**src/rtl/bin2bcd_pkg.sv**
```systemverilog
// Shared types and helpers for the sequential binary-to-BCD converter.
package bin2bcd_pkg;

    localparam int unsigned CONST_W = 128;

    typedef enum logic [1:0] {
        IDLE  = 2'd0,
        SHIFT = 2'd1,
        DONE  = 2'd2
    } state_e;

    // Largest value representable in 'digits' decimal digits; callers cast to their register width.
    function automatic logic [CONST_W-1:0] pow10_minus1(input int unsigned digits);
        logic [CONST_W-1:0] p;
        p = CONST_W'(1);
        for (int unsigned i = 0; i < digits; i++) begin
            p = p * CONST_W'(10);
        end
        return p - CONST_W'(1);
    endfunction

    function automatic logic [3:0] add3_digit(input logic [3:0] d);
        return (d > 4'd4) ? d + 4'd3 : d;
    endfunction

endpackage

```
**src/rtl/bcd_blank_mask.sv**
```systemverilog
// Leading-zero blanking mask for a packed BCD value; the units digit is never blanked.
module bcd_blank_mask #(
    parameter int unsigned DIGITS = 3
) (
    input  logic [4*DIGITS-1:0] bcd,
    output logic [DIGITS-1:0]   blank_c
);

    logic [DIGITS-1:0] zero_from;

    // zero_from[i] is set when digit i and every digit above it are zero.
    always_comb begin
        logic all_zero;
        all_zero  = 1'b1;
        zero_from = '0;
        for (int i = int'(DIGITS) - 1; i >= 0; i--) begin
            all_zero     = all_zero & (bcd[4*i +: 4] == 4'd0);
            zero_from[i] = all_zero;
        end
    end

    assign blank_c = zero_from & ~DIGITS'(1);

endmodule

```
**src/rtl/bin2bcd_seq.sv**
```systemverilog
// Multi-cycle double-dabble binary-to-BCD converter with valid/ready handshakes,
// overflow flag and leading-zero blanking mask.
module bin2bcd_seq
    import bin2bcd_pkg::*;
#(
    parameter int unsigned BIN_W  = 9,
    parameter int unsigned DIGITS = 3
) (
    input  logic                  clk,
    input  logic                  rst_n,
    input  logic                  in_valid,
    output logic                  in_ready,
    input  logic [BIN_W-1:0]      bin_in,
    output logic                  out_valid,
    input  logic                  out_ready,
    output logic [4*DIGITS-1:0]   bcd,
    output logic [DIGITS-1:0]     blank,
    output logic                  ovf
);

    localparam int unsigned BCD_W = 4 * DIGITS;
    localparam int unsigned WR_W  = BCD_W + BIN_W;
    localparam int unsigned CNT_W = $clog2(BIN_W + 1);

    localparam logic [WR_W-1:0]   MAX_VAL   = WR_W'(pow10_minus1(DIGITS));
    localparam logic [DIGITS-1:0] BLANK_RST = ~DIGITS'(1);
    localparam logic [CNT_W-1:0]  CNT_LAST  = CNT_W'(BIN_W - 1);

    state_e              state_q, state_d;
    logic [WR_W-1:0]     work_q, work_d;
    logic [WR_W-1:0]     corr_c, work_step_c;
    logic [CNT_W-1:0]    cnt_q, cnt_d;
    logic [BCD_W-1:0]    bcd_q, bcd_d;
    logic [DIGITS-1:0]   blank_q, blank_d, blank_c;
    logic                ovf_q, ovf_d;
    logic                ovf_r_q, ovf_r_d;
    logic                in_ready_q, in_ready_d;
    logic                out_valid_q, out_valid_d;
    logic                last_shift_c;

    assign last_shift_c = (state_q == SHIFT) && (cnt_q == CNT_LAST);

    // One double-dabble step: correct every BCD field, then shift; the top bit falls off.
    always_comb begin
        corr_c = work_q;
        for (int unsigned i = 0; i < DIGITS; i++) begin
            corr_c[BIN_W + 4*i +: 4] = add3_digit(work_q[BIN_W + 4*i +: 4]);
        end
        work_step_c = corr_c << 1;
    end

    bcd_blank_mask #(.DIGITS(DIGITS)) u_blank (
        .bcd     (work_step_c[WR_W-1:BIN_W]),
        .blank_c (blank_c)
    );

    always_ff @(posedge clk or negedge rst_n) begin
        if (!rst_n) begin
            state_q <= IDLE;
        end else begin
            state_q <= state_d;
        end
    end

    always_comb begin
        state_d = state_q;
        unique case (state_q)
            IDLE:    if (in_valid)     state_d = SHIFT;
            SHIFT:   if (last_shift_c) state_d = DONE;
            DONE:    if (out_ready)    state_d = IDLE;
            default:                   state_d = IDLE;
        endcase
    end

    // Datapath and registered-output next values.
    always_comb begin
        work_d      = work_q;
        cnt_d       = cnt_q;
        bcd_d       = bcd_q;
        blank_d     = blank_q;
        ovf_d       = ovf_q;
        ovf_r_d     = ovf_r_q;
        in_ready_d  = (state_d == IDLE);
        out_valid_d = (state_d == DONE);
        case (state_q)
            IDLE: begin
                if (in_valid) begin
                    work_d  = WR_W'(bin_in);
                    cnt_d   = '0;
                    ovf_r_d = (WR_W'(bin_in) > MAX_VAL);
                end
            end
            SHIFT: begin
                work_d = work_step_c;
                cnt_d  = cnt_q + CNT_W'(1);
                if (last_shift_c) begin
                    bcd_d   = work_step_c[WR_W-1:BIN_W];
                    blank_d = blank_c;
                    ovf_d   = ovf_r_q;
                end
            end
            default: ;
        endcase
    end

    always_ff @(posedge clk or negedge rst_n) begin
        if (!rst_n) begin
            work_q      <= '0;
            cnt_q       <= '0;
            bcd_q       <= '0;
            blank_q     <= BLANK_RST;
            ovf_q       <= 1'b0;
            ovf_r_q     <= 1'b0;
            in_ready_q  <= 1'b1;
            out_valid_q <= 1'b0;
        end else begin
            work_q      <= work_d;
            cnt_q       <= cnt_d;
            bcd_q       <= bcd_d;
            blank_q     <= blank_d;
            ovf_q       <= ovf_d;
            ovf_r_q     <= ovf_r_d;
            in_ready_q  <= in_ready_d;
            out_valid_q <= out_valid_d;
        end
    end

    assign in_ready  = in_ready_q;
    assign out_valid = out_valid_q;
    assign bcd       = bcd_q;
    assign blank     = blank_q;
    assign ovf       = ovf_q;

endmodule

```
**config.mk**
```make
export PLATFORM = sky130hd
export DESIGN_NAME = bin2bcd_seq
export DESIGN_NICKNAME = d
export VERILOG_FILES = /design/src/rtl/bin2bcd_pkg.sv /design/src/rtl/bcd_blank_mask.sv /design/src/rtl/bin2bcd_seq.sv
export SDC_FILE = /design/constraint.sdc
export NUM_CORES = 1
export LEC_CHECK = 0
export CELL_PAD_IN_SITES_DETAIL_PLACEMENT = 1
export CELL_PAD_IN_SITES_GLOBAL_PLACEMENT = 1
export CORE_ASPECT_RATIO = 1.2
export CORE_MARGIN = 5
export CORE_UTILIZATION = 35
export DETAILED_ROUTE_END_ITERATION = 10
export GPL_TIMING_DRIVEN = 0
export PLACE_DENSITY = 0.66
export SLEW_MARGIN = 40
export SYNTH_ARGS = -nofsm -noshare
export SYNTH_HDL_FRONTEND = slang
export SYNTH_SLANG_ARGS = --single-unit
```
**constraint.sdc**
```tcl
create_clock -name clk -period 2.18 [get_ports clk]
set_clock_uncertainty 0.15 [all_clocks]
set_input_delay 0.327 -clock clk [delete_from_list [all_inputs] [get_ports clk]]
set_output_delay 0.327 -clock clk [all_outputs]
set_load 0.01 [all_outputs]
```
==> results.yml <==
place:
  routabilityCongestion: 0.743
  numPortBuffers: 28
  place_area_um2: 2540
  pre_cts_slack_ns: 0.218
  hpwl_mm: 3.56
grt:
  grt-ovfl-total: 0
  grt_usage_pct: 14.5
  grt_start_max_net_pins: 30
  antenna_found_initial: 0
  grt_pass1_wl_mm: 8.60
  grt_pass1_vias: 1819
final_layout:
  layout_common_cells: "dfrtp_1, nand2_1, clkdlybuf4s50_1, o21ai_0, a21oi_1"
  final_common_cell: "dfrtp_1"
  n_antenna_cell: 0
  fillers: 711
  syn2layout_area_growth_pct: 24.4
  multi_input_area_um2: 935
  final_area_um2: 2650
  register_area_um2: 1080
  post-route-util_pct: 44.4
  finalNetCount: 272
  drive_above_1_share_pct: 11.5
worst_setup_path:
  critical_path_class: "flip-flop to flip-flop"
  arrival_ns: 2.04
  rr_worst_depth: 7
  critPathSlowestCell: "dfrtp_1"
  r2r-end: "blank[1]$_DFFE_PN1P_"
  path_max_fanout: 4
  ff2ff_setup_slack_ns: 0.22
  cp_data_required_time_ns: 2.26
  crit_path_end_kind: "flip-flop"
  cp_common_cell: "inv_1"
  cp_cell_sequence: "inv_1 -> ha_1 -> inv_1 -> a21oi_1 -> mux2i_1 -> nor3_1 -> a32o_1"
  slowest_delay_ns: 0.42
  crit_path_start_kind: "flip-flop"
  rr_startpoint: "work_q[13]$_DFFE_PN0P_"
routing:
  viasPerCell: 4.92
  wl_met1_mm: 2.24
  drc: 0
  num_vias: 1647
  drt_iter0_markers: 44
  wl_met2_mm: 2.53
  top_layer_used: "met4"
  wl_met3_um: 157
  wl_per_cell_um: 14.9
  firstDrtPassIters: 4
  wl_mm: 4.99
  drtAntennaViolNets: 0
timing:
  rsz0062_at_grt: "false"
  timing.final.crit_share_pct: 89.7
  hold_viol: 0
  tns_ns: 0
  finalMaxSlewViolations: 0
  fmax_mhz: 512
  setup_violations: 0
  setup_ws_ns: 0.225
  period_needed_ns: 1.96
power_and_ir_drop:
  ir_worst_vdd_mv: 0.479
  powerDensity_nw_per_um2: 1400
  p_leak_uw: 0.00121
cts:
  cts_resized: 0
  path_clk_slew_ns: 0.08
  postCtsSetupBuffers: 0
  cts_made_buffers: 5
  cts_tree: "done"
  cts_sinks: 43
  insertion_delay_ns: 0.29
  clock-root-buffer: "clkbuf_8"
  cts_buffer_depth: 2
  hold_buffers: 1
  htreeDepth: 2
floorplan:
  initial_core_util_pct: 35.7
  die_h_um: 95.5
  pin_count: 31
  core_um2: 5970
  die_w_um: 81.3
  rows: 31
  die-area_um2: 7760
yosys:
  yosys.area.top_type_share_pct: 46.9
  synth.area.top_cells: "dfrtp_1, nand2_1, a22o_1, o21ai_0, ha_1"
  synth_enable_flop_cells: 0
  yosys_warnings: 0
  seq_area_frac_synth_pct: 50.6
  synth_area_leader_cell: "dfrtp_1"
  mappedNetlistArea_um2: 2130
  synth.ff_latch_count: 43
  synth_cells: 214
  synthFlopType: "dfrtp_1"
  yosysUniqueCellTypes: 36
  syn_area_per_cell_um2: 9.97
  async_reset_ff_share_pct: 100
job:
  cap_viol_max_count: 0
status:
  status: "complete, no violations"
worst_hold_path:
  worstHoldPathType: "input port to async pin"
[per-stage QoR]
step / std cells / hold slack, ns / power (µW)
floorplan: 215 / -0.119 / 2540
global placement: 325 / 0.310 / 3090
detailed placement: 326 / 0.0548 / 3160
CTS: 335 / 0.286 / 3800
global route: 335 / 0.285 / 4060
finish: 335 / 0.285 / 3720
[how the worst max path moves through the flow]
stage	startpoint	to	slack, ns
2_1_floorplan	work_q[13]$_DFFE_PN0P_	blank[1]$_DFFE_PN1P_	0.46
3_3_place_gp	rst_n	work_q[5]$_DFFE_PN0P_	-0.64
3_5_place_dp	work_q[13]$_DFFE_PN0P_	blank[1]$_DFFE_PN1P_	0.22
4_1_cts	work_q[13]$_DFFE_PN0P_	blank[1]$_DFFE_PN1P_	0.20
5_1_grt	work_q[13]$_DFFE_PN0P_	blank[1]$_DFFE_PN1P_	0.04
6_report	work_q[13]$_DFFE_PN0P_	blank[1]$_DFFE_PN1P_	0.22
[power by group]
group	switching, µW	internal [µW]
registers	272	1140
clock network	277	343
logic	851	841
total	1400	2320
[area by class of cell]
cell class / instances / area share, %
clock buffers: 7 / 2.88
well taps: 82 / 3.87
multi-input cells: 148 / 35.2
clock inverters: 1 / 1.13
repair buffers: 30 / 11.6
flip-flops and latches: 43 / 40.7
plain buffers: 13 / 3.06
inverters: 11 / 1.56
[state kept, by name (all words and copies together), names as in the netlist]
register	cells
blank	2
work_q	21
state_q	2
bcd	12
in_ready	1
out_valid	1
cnt_q	4
[critical path, delay by kind of cell (launching register included)]
kind            cells  cell delay [ns]
mux                 1             0.34
compound gates      2             0.51
buf+inv             2             0.17
flops               1             0.42
simple gates        1             0.12
fa+ha+maj           1             0.18
[cell families after synthesis]
kind of cell | synth area share, %
buffers and inverters | 5.75
multiplexers | 2.05
adder cells (fa/ha/maj) | 4.11
AND/OR/NAND/NOR | 15.6
flip-flops | 50.6
AO/OA/AOI/OAI | 20.5
other | 0.176
XOR/XNOR | 1.23
[cells in the mapped netlist, types with 2 or more instances]
master	instances
dfstp_2	3
nand2b_1	2
buf_2	5
a22oi_1	8
nor2_1	7
a21o_1	2
mux2_2	3
nor3_1	5
o21ai_0	19
nor2b_1	13
nand3_1	2
o21ai_1	4
a21oi_1	15
xnor2_1	3
inv_1	11
dfrtp_1	40
clkbuf_1	3
a22o_1	12
ha_1	7
nand2_1	31
buf_4	3
buf_6	2
[routing by layer]
metal  track usage, %  vias to the layer above
met2             26.1                       28
li1                 -                      808
met3             3.12                        6
met5                0                        -
met4             4.51                        0
met1             16.9                      805
No activity file was read; power rests on OpenSTA's default activity.
